$ cat src/rtl/stopwatch_control.sv
// Run/stop/clear controller: synchronises and debounces three buttons, then drives an
// IDLE/RUN/PAUSE FSM that produces the timer count enable and a one-cycle clear pulse.
module stopwatch_control #(
  parameter int DB_COUNT = 250000,
  parameter int CW       = $clog2(DB_COUNT)
) (
  input  logic       SysClk,
  input  logic       Reset_n,
  input  logic       Start,
  input  logic       Stop,
  input  logic       Clear,
  output logic       CEn,
  output logic       ClrOut,
  output logic       Running,
  output logic [1:0] State
);

  typedef enum logic [1:0] {
    StIdle  = 2'b00,
    StRun   = 2'b01,
    StPause = 2'b10
  } state_t;

  localparam int NumBtn = 3;
  localparam logic [CW-1:0] CntLast = CW'(DB_COUNT - 1);

  // Channel order: 0 Start, 1 Stop, 2 Clear.
  logic [NumBtn-1:0] w_raw;
  logic [NumBtn-1:0] r_s1;
  logic [NumBtn-1:0] r_s2;
  logic [NumBtn-1:0] r_stable;
  logic [NumBtn-1:0] r_stable_d;
  logic [CW-1:0]     r_cnt [NumBtn];
  logic [NumBtn-1:0] w_press;

  logic   w_start_p;
  logic   w_stop_p;
  logic   w_clear_p;
  state_t r_state;
  logic   r_clr;

  assign w_raw = {Clear, Stop, Start};

  always_ff @(posedge SysClk or negedge Reset_n) begin
    if (!Reset_n) begin
      r_s1       <= '0;
      r_s2       <= '0;
      r_stable   <= '0;
      r_stable_d <= '0;
      for (int i = 0; i < NumBtn; i++) begin
        r_cnt[i] <= '0;
      end
    end else begin
      r_s1       <= w_raw;
      r_s2       <= r_s1;
      r_stable_d <= r_stable;
      for (int i = 0; i < NumBtn; i++) begin
        // Any return to the accepted level restarts the hold count.
        if (r_s2[i] == r_stable[i]) begin
          r_cnt[i] <= '0;
        end else if (r_cnt[i] == CntLast) begin
          r_stable[i] <= r_s2[i];
          r_cnt[i]    <= '0;
        end else begin
          r_cnt[i] <= r_cnt[i] + CW'(1);
        end
      end
    end
  end

  assign w_press   = r_stable & ~r_stable_d;
  assign w_start_p = w_press[0];
  assign w_stop_p  = w_press[1];
  assign w_clear_p = w_press[2];

  always_ff @(posedge SysClk or negedge Reset_n) begin
    if (!Reset_n) begin
      r_state <= StIdle;
      r_clr   <= 1'b0;
    end else begin
      r_clr <= 1'b0;
      case (r_state)
        StIdle: begin
          // Start wins over a simultaneous clear; the timer is already cleared in IDLE.
          if (w_start_p) begin
            r_state <= StRun;
          end else if (w_clear_p) begin
            r_clr <= 1'b1;
          end
        end
        StRun: begin
          if (w_stop_p) begin
            r_state <= StPause;
          end
        end
        StPause: begin
          if (w_clear_p) begin
            r_state <= StIdle;
            r_clr   <= 1'b1;
          end else if (w_start_p) begin
            r_state <= StRun;
          end
        end
        default: begin
          r_state <= StIdle;
        end
      endcase
    end
  end

  assign State   = r_state;
  assign CEn     = (r_state == StRun);
  assign Running = CEn;
  assign ClrOut  = r_clr;

endmodule

$ cat config.mk
export PLATFORM = sky130hd
export DESIGN_NAME = stopwatch_control
export DESIGN_NICKNAME = d
export VERILOG_FILES = /design/src/rtl/stopwatch_control.sv
export SDC_FILE = /design/constraint.sdc
export NUM_CORES = 1
export LEC_CHECK = 0
export CAP_MARGIN = 20
export CORE_MARGIN = 2
export CORE_UTILIZATION = 55
export DETAILED_ROUTE_END_ITERATION = 6
export MAX_ROUTING_LAYER = met4
export PLACE_DENSITY_LB_ADDON = 0.15
export SLEW_MARGIN = 0
export SYNTH_ARGS = -nofsm -noshare
export SYNTH_HDL_FRONTEND = slang
export SYNTH_SLANG_ARGS = --single-unit
$ cat constraint.sdc
create_clock -name SysClk -period 3.1 [get_ports SysClk]
set_clock_uncertainty 0.15 [all_clocks]
set_input_delay 0.62 -clock SysClk [delete_from_list [all_inputs] [get_ports SysClk]]
set_output_delay 0.62 -clock SysClk [all_outputs]
set_load 0.02 [all_outputs]
==> results of run 1 <==
-- how the worst max path moves through the flow --
| stage | startpoint | to | slack [ps] | cells after the start |
|---|---|---|---|---|
| 2_1_floorplan | r_cnt[18] | r_cnt[27] | 1160 | 6 |
| 3_3_place_gp | State[1] | Running | 1130 | 4 |
| 3_5_place_dp | State[1] | Running | 1070 | 4 |
| 4_1_cts | State[1] | Running | 690 | 4 |
| 5_1_grt | State[1] | Running | 620 | 4 |
| 6_report | State[1] | Running | 700 | 4 |
-- layer usage --
layer	up-vias	share of wire	wire length (um)
li1	1146	-	-
met1	1105	0.50	2832
met2	20	0.46	2572
met3	8	0.025	140
met4	0	0.013	72
met5	-	0	0
-- logic make-up after synthesis --
kind of cell | Yosys count | share of synthesized area
compound gates | 17 | 0.03001
xor+xnor | 45 | 0.1228
fa+ha+maj | 3 | 0.01169
buf+inv | 20 | 0.02533
flops | 69 | 0.5378
mux | 3 | 0.01052
simple gates | 164 | 0.2619
-- state kept, by name (all words and copies together) (netlist names) --
name and count:
r_cnt 54, r_s1 3, r_s2 3, r_stable 3
r_stable_d 3, State 2, ClrOut 1
-- through the flow --
step	cell area, um2	total power [uW]	utilization	instances
2_1_floorplan	3211	965.9	-	321
3_3_place_gp	3376	997.7	0.6056	397
3_5_place_dp	3376	999.5	0.6056	397
4_1_cts	3600	1816	0.6458	413
5_1_grt	3600	1875	0.6458	413
6_report	3600	1800	0.6458	413
-- layout make-up --
| class | count | area, um2 |
|---|---|---|
| well taps | 72 | 90.09 |
| multi-input cells | 232 | 1403 |
| inverters | 11 | 41.29 |
| clock inverters | 6 | 86.33 |
| flip-flops and latches | 69 | 1727 |
| fillers | 492 | 1974 |
| clock buffers | 10 | 137.6 |
| repair buffers | 13 | 115.1 |
-- worst max-delay path: stages, from the launching register on --
cell and delay, ps:
dfrtp_1 410, inv_1 80, nand2_1 70, inv_1 100
clkdlybuf4s50_1 630
-- Yosys cell counts --
cell type | count | area [um2]
dfrtp_1 | 69 | 1727
nor2_1 | 63 | 236.5
xnor2_1 | 34 | 297.8
nand4_1 | 21 | 131.4
nand3_1 | 17 | 85.08
nand2_1 | 13 | 48.80
nor3_1 | 12 | 60.06
nor4_1 | 12 | 75.07
inv_1 | 11 | 41.29
xor2_1 | 11 | 96.34
a21oi_1 | 6 | 30.03
clkbuf_1 | 6 | 22.52
and3_1 | 5 | 31.28
and4_1 | 4 | 35.03
o21ai_0 | 4 | 20.02
o21ai_1 | 4 | 20.02
or3_1 | 4 | 25.02
ha_1 | 3 | 37.54
mux2_1 | 3 | 33.78
nor4b_1 | 3 | 26.28
buf_2 | 2 | 10.01
nand2b_1 | 2 | 12.51
nand4b_1 | 2 | 17.52
and2_1 | 1 | 6.260
and4bb_1 | 1 | 12.51
buf_4 | 1 | 7.510
nand3_2 | 1 | 10.01
nor2b_1 | 1 | 6.260
o2bb2ai_1 | 1 | 8.760
o32ai_1 | 1 | 8.760
o41ai_1 | 1 | 8.760
or4_4 | 1 | 11.26
or4b_1 | 1 | 10.01
-- power groups by stage --
stage / clock network [uW] / registers [uW] / logic (uW)
after floorplan: 0 / 940 / 26.0
after global placement: 0 / 942 / 56.0
after detailed placement: 0 / 942 / 57.0
after CTS: 833 / 925 / 57.3
after global routing: 883 / 927 / 64.7
final: 821 / 925 / 54.6
==> reports/metrics.csv, run 1 <==
metric,value,unit
FP Rows,27,
"Area growth, synth to finish",12.12,%
hold path start,r_s1[1],
total clock buffers created by CTS,9,
Worst EP arrival,1630,ps
Antenna Cells,0,
Congestion Overflow GR,0,
core area,0.005574,mm2
Slew HR,0.4452,
PwrDens,500.1,mW/mm2
switch share,0.2203,
layout cell share with drive strength beyond 1,0.06745,
Ys Warns,0,
reg2reg start,r_cnt[23],
Post-Syn Area per Cell,10.00,um2
die area,0.006464,mm2
setup TNS,0,ps
r2r endpoint,r_cnt[35],
vias per cell,5.518,
Tmin final,2395,ps
critical path class,flop to output port,
worst reg2reg setup slack,1210,ps
fin. max-slew vios,0,
Routed Antenna Nets,0,
"Seq/Total Area, Yosys",0.5378,
"commonest non-fill, non-tap cell in the layout",dfrtp_1,
I/O Buffers,9,
Crit Path Max Fanout,4,
Placement Setup Slack,1067,ps
final hold violation count,0,
WHS,204.8,ps
Tightest Pin Transition,832.2,ps
"Req. time, crit path",2330,ps
outcome,finished clean,
hold endpoint,r_s2[1],
global route hottest layer,met2,
crit end category,output port,
Reg2Reg Depth,4,
met3 Resource Use GR,0.07079,
Max Clk Rate,417.5,MHz
VDD IR-drop max,379.0,uV
Resized Gates After CTS,0,
cell count after synthesis,321,
hold_buf cts,0,
largest net degree at the start of global routing,70,
root buf cell,clkbuf_8,
Max Cap Viol,0,
DP HPWL,3.578,mm
first-pass GRT wire length,9.984,mm
period utilisation layout,0.7727,
syn nets,329,
final wirelength,5.618,mm
Netlist cell types,33,
clk_lat worst skew,350,ps
#FFs+latches synth,69,
clock network power share,0.456,
number of global-route vias before repair,2207,
met2 usage,0.3108,
GPL Wtd Cong,0.8111,
Initial Util,0.5760,
TritonRoute pass-1 iters,4,
Vert. Die Dim,80.40,um
Max Buffers Root-to-Sink,2,
final worst slack,704.6,ps
antenna violations before repair,0,
DR iter-0 viols,104,
Flop pwr share,0.514,
"CTS clk-pin slew, worst paths",70,ps
drt wl/cell,13.60,um
hold path depth,0,
die width,80.40,um
CTS tree,built,
Layout Nets,344,
Total GRT Usage,0.2089,
Setup crit start kind,flop,
met1 Usage GRT,0.2736,
io pins,10,
"commonest non-fill, non-tap cells in the layout","dfrtp_1 (69), nor2_1 (63), xnor2_1 (34)",
Comb pwr share,0.030,
synthesized area,0.003211,mm2
RSZ-0062 raised after global routing,no,
Hold Crit Class,flop to flop,
Pint,1404,uW
drt drc,0,
Final setup viols,0,
leakage,0.001454,uW
setup bufs post-CTS,0,
Clock Sinks,69,
# H-tree levels,3,
vias post-DR,2279,
Sw Pwr,396.7,uW
Power figures use the tool's default switching activity.
==> run 2: changes to the inputs <==
==> constraint.sdc (replaced) <==
create_clock -name SysClk -period 2.3 [get_ports SysClk]
set_clock_uncertainty 0.15 [all_clocks]
set_input_delay 0.46 -clock SysClk [delete_from_list [all_inputs] [get_ports SysClk]]
set_output_delay 0.46 -clock SysClk [all_outputs]
set_load 0.02 [all_outputs]
==> reports/metrics.csv, run 2 (synthesized netlist as in run 1, its figures left out) <==
metric,value,unit,change
leakage,0.001484,uW,+2.1%
die area,0.006464,mm2,unchanged
Slew HR,0.6670,,+0.2218
final worst slack,309.3,ps,-395.4 ps
die width,80.40,um,unchanged
antenna violations before repair,0,,unchanged
total clock buffers created by CTS,9,,unchanged
final wirelength,5.542,mm,-1.4%
Max Buffers Root-to-Sink,2,,unchanged
io pins,10,,unchanged
Critical-path top delay cell,clkdlybuf4s50_1,,
Total GRT Usage,0.2058,,-0.003120
GPL Wtd Cong,0.8262,,+1.9%
clk_lat worst skew,340,ps,about the same
setup TNS,0,ps,unchanged
first-pass GRT wire length,9.922,mm,-0.62%
"commonest non-fill, non-tap cell in the layout",dfrtp_1,,
outcome,finished clean,,
"Req. time, crit path",1690,ps,-640 ps
setup bufs post-CTS,0,,unchanged
TritonRoute pass-1 iters,4,,unchanged
hold path depth,0,,unchanged
period utilisation layout,0.8655,,
"commonest non-fill, non-tap cells in the layout","dfrtp_1 (69), nor2_1 (63), xnor2_1 (34)",,
# H-tree levels,3,,unchanged
Routed Antenna Nets,0,,unchanged
RSZ-0062 raised after global routing,no,,
vias post-DR,2278,,-0.044%
"Area growth, synth to finish",12.43,%,
DR iter-0 viols,128,,+23%
Tightest Pin Transition,499.5,ps,-332.7 ps
final hold violation count,0,,unchanged
Placed Instance Area,0.003396,mm2,+0.59%
Design Power,2298,uW,+28%
number of global-route vias before repair,2188,,-0.86%
Max Cap Viol,0,,unchanged
vias per cell,5.489,,-0.53%
I/O Buffers,9,,unchanged
worst reg2reg setup slack,390,ps,-820 ps
DP HPWL,3.783,mm,+5.7%
"CTS clk-pin slew, worst paths",80,ps,about the same
Clock Sinks,69,,unchanged
core area,0.005574,mm2,unchanged
root buf cell,clkbuf_8,,
layout cell share with drive strength beyond 1,0.06997,,+0.002522
largest net degree at the start of global routing,26,,-63%
Placement Setup Slack,397.8,ps,-668.7 ps
crit path cell chain,clkdlybuf4s50_1,,
Worst EP arrival,1380,ps,-250 ps
Final setup viols,0,,unchanged
fin. max-slew vios,0,,unchanged
buffers and inverters on the worst path,1,,-2
Vert. Die Dim,80.40,um,unchanged
drt wl/cell,13.35,um,-1.8%
critical path's top delay family,buffers and inverters,,
Antenna Cells,0,,unchanged
CP max stage delay,630,ps,about the same
critical path class,flop to output port,,
capture point of the critical path,State[0],,
Reg2Reg Depth,5,,+1
design area,0.003610,mm2,+0.28%
CTS tree,built,,
r2r endpoint,r_cnt[32],,
Crit Path Max Fanout,5,,+1
Critical Path Start,State[0],,
FP Rows,27,,unchanged
VDD IR-drop max,404.5,uV,+6.7%
largest register by flop count,r_cnt,,
Max Clk Rate,502.3,MHz,
Congestion Overflow GR,0,,unchanged
crit end category,output port,,
reg2reg start,r_cnt[18],,
Tmin final,1991,ps,
Setup crit start kind,flop,,
PwrDens,636.6,mW/mm2,+27%
drt drc,0,,unchanged
Initial Util,0.5760,,unchanged
max reg flops,54,,unchanged
Hold Crit Class,flop to flop,,
Layout Nets,346,,+0.58%
stages on the worst setup path,1,,-3
## run 2: what timing repair did
item / in CTS / in global routing
gates resized for setup: 0 / 2
endpoints found under the setup margin: 0 / 2
hold buffers: 1 / 0
hold endpoints to repair: 19 / 0
## run 2: final cells by class
cell class	count	area, um2
flip-flops and latches	69	1727
multi-input cells	232	1403
repair buffers	15	150.1
fillers	462	1964
inverters	11	41.29
clock buffers	9	123.9
well taps	72	90.09
clock inverters	7	75.07
## run 2: worst min path at each step
stage | start | end | slack [ps]
final | r_s1[0] | r_s2[0] | 200
after global routing | r_s1[0] | r_s2[0] | 210
after CTS | r_s1[0] | r_s2[0] | 210
after detailed placement | r_s1[2] | r_s2[2] | 190
after global placement | r_s1[2] | r_s2[2] | 190
after floorplan | Reset_n | ClrOut | 10
## run 2: report_power, final
part           switching (uW)  internal [uW]
clock network             469            504
registers                15.7           1230
logic                    51.8           27.9
total                     536           1760
## run 2: metal layers
metal,vias to the layer above,share of wire,global-route usage
met3,9,0.021,0.03933
met5,-,0,-
li1,1151,-,-
met1,1088,0.51,0.2743
met4,0,0.016,0.09661
met2,30,0.46,0.3067
## run 2: per-stage QoR
stage          hold WS (ps)  instances    util
2_1_floorplan         14.41        321       -
3_3_place_gp          185.1        398  0.6092
3_5_place_dp          195.0        398  0.6092
4_1_cts               210.7        415  0.6467
5_1_grt               212.9        415  0.6476
6_report              199.3        415  0.6476
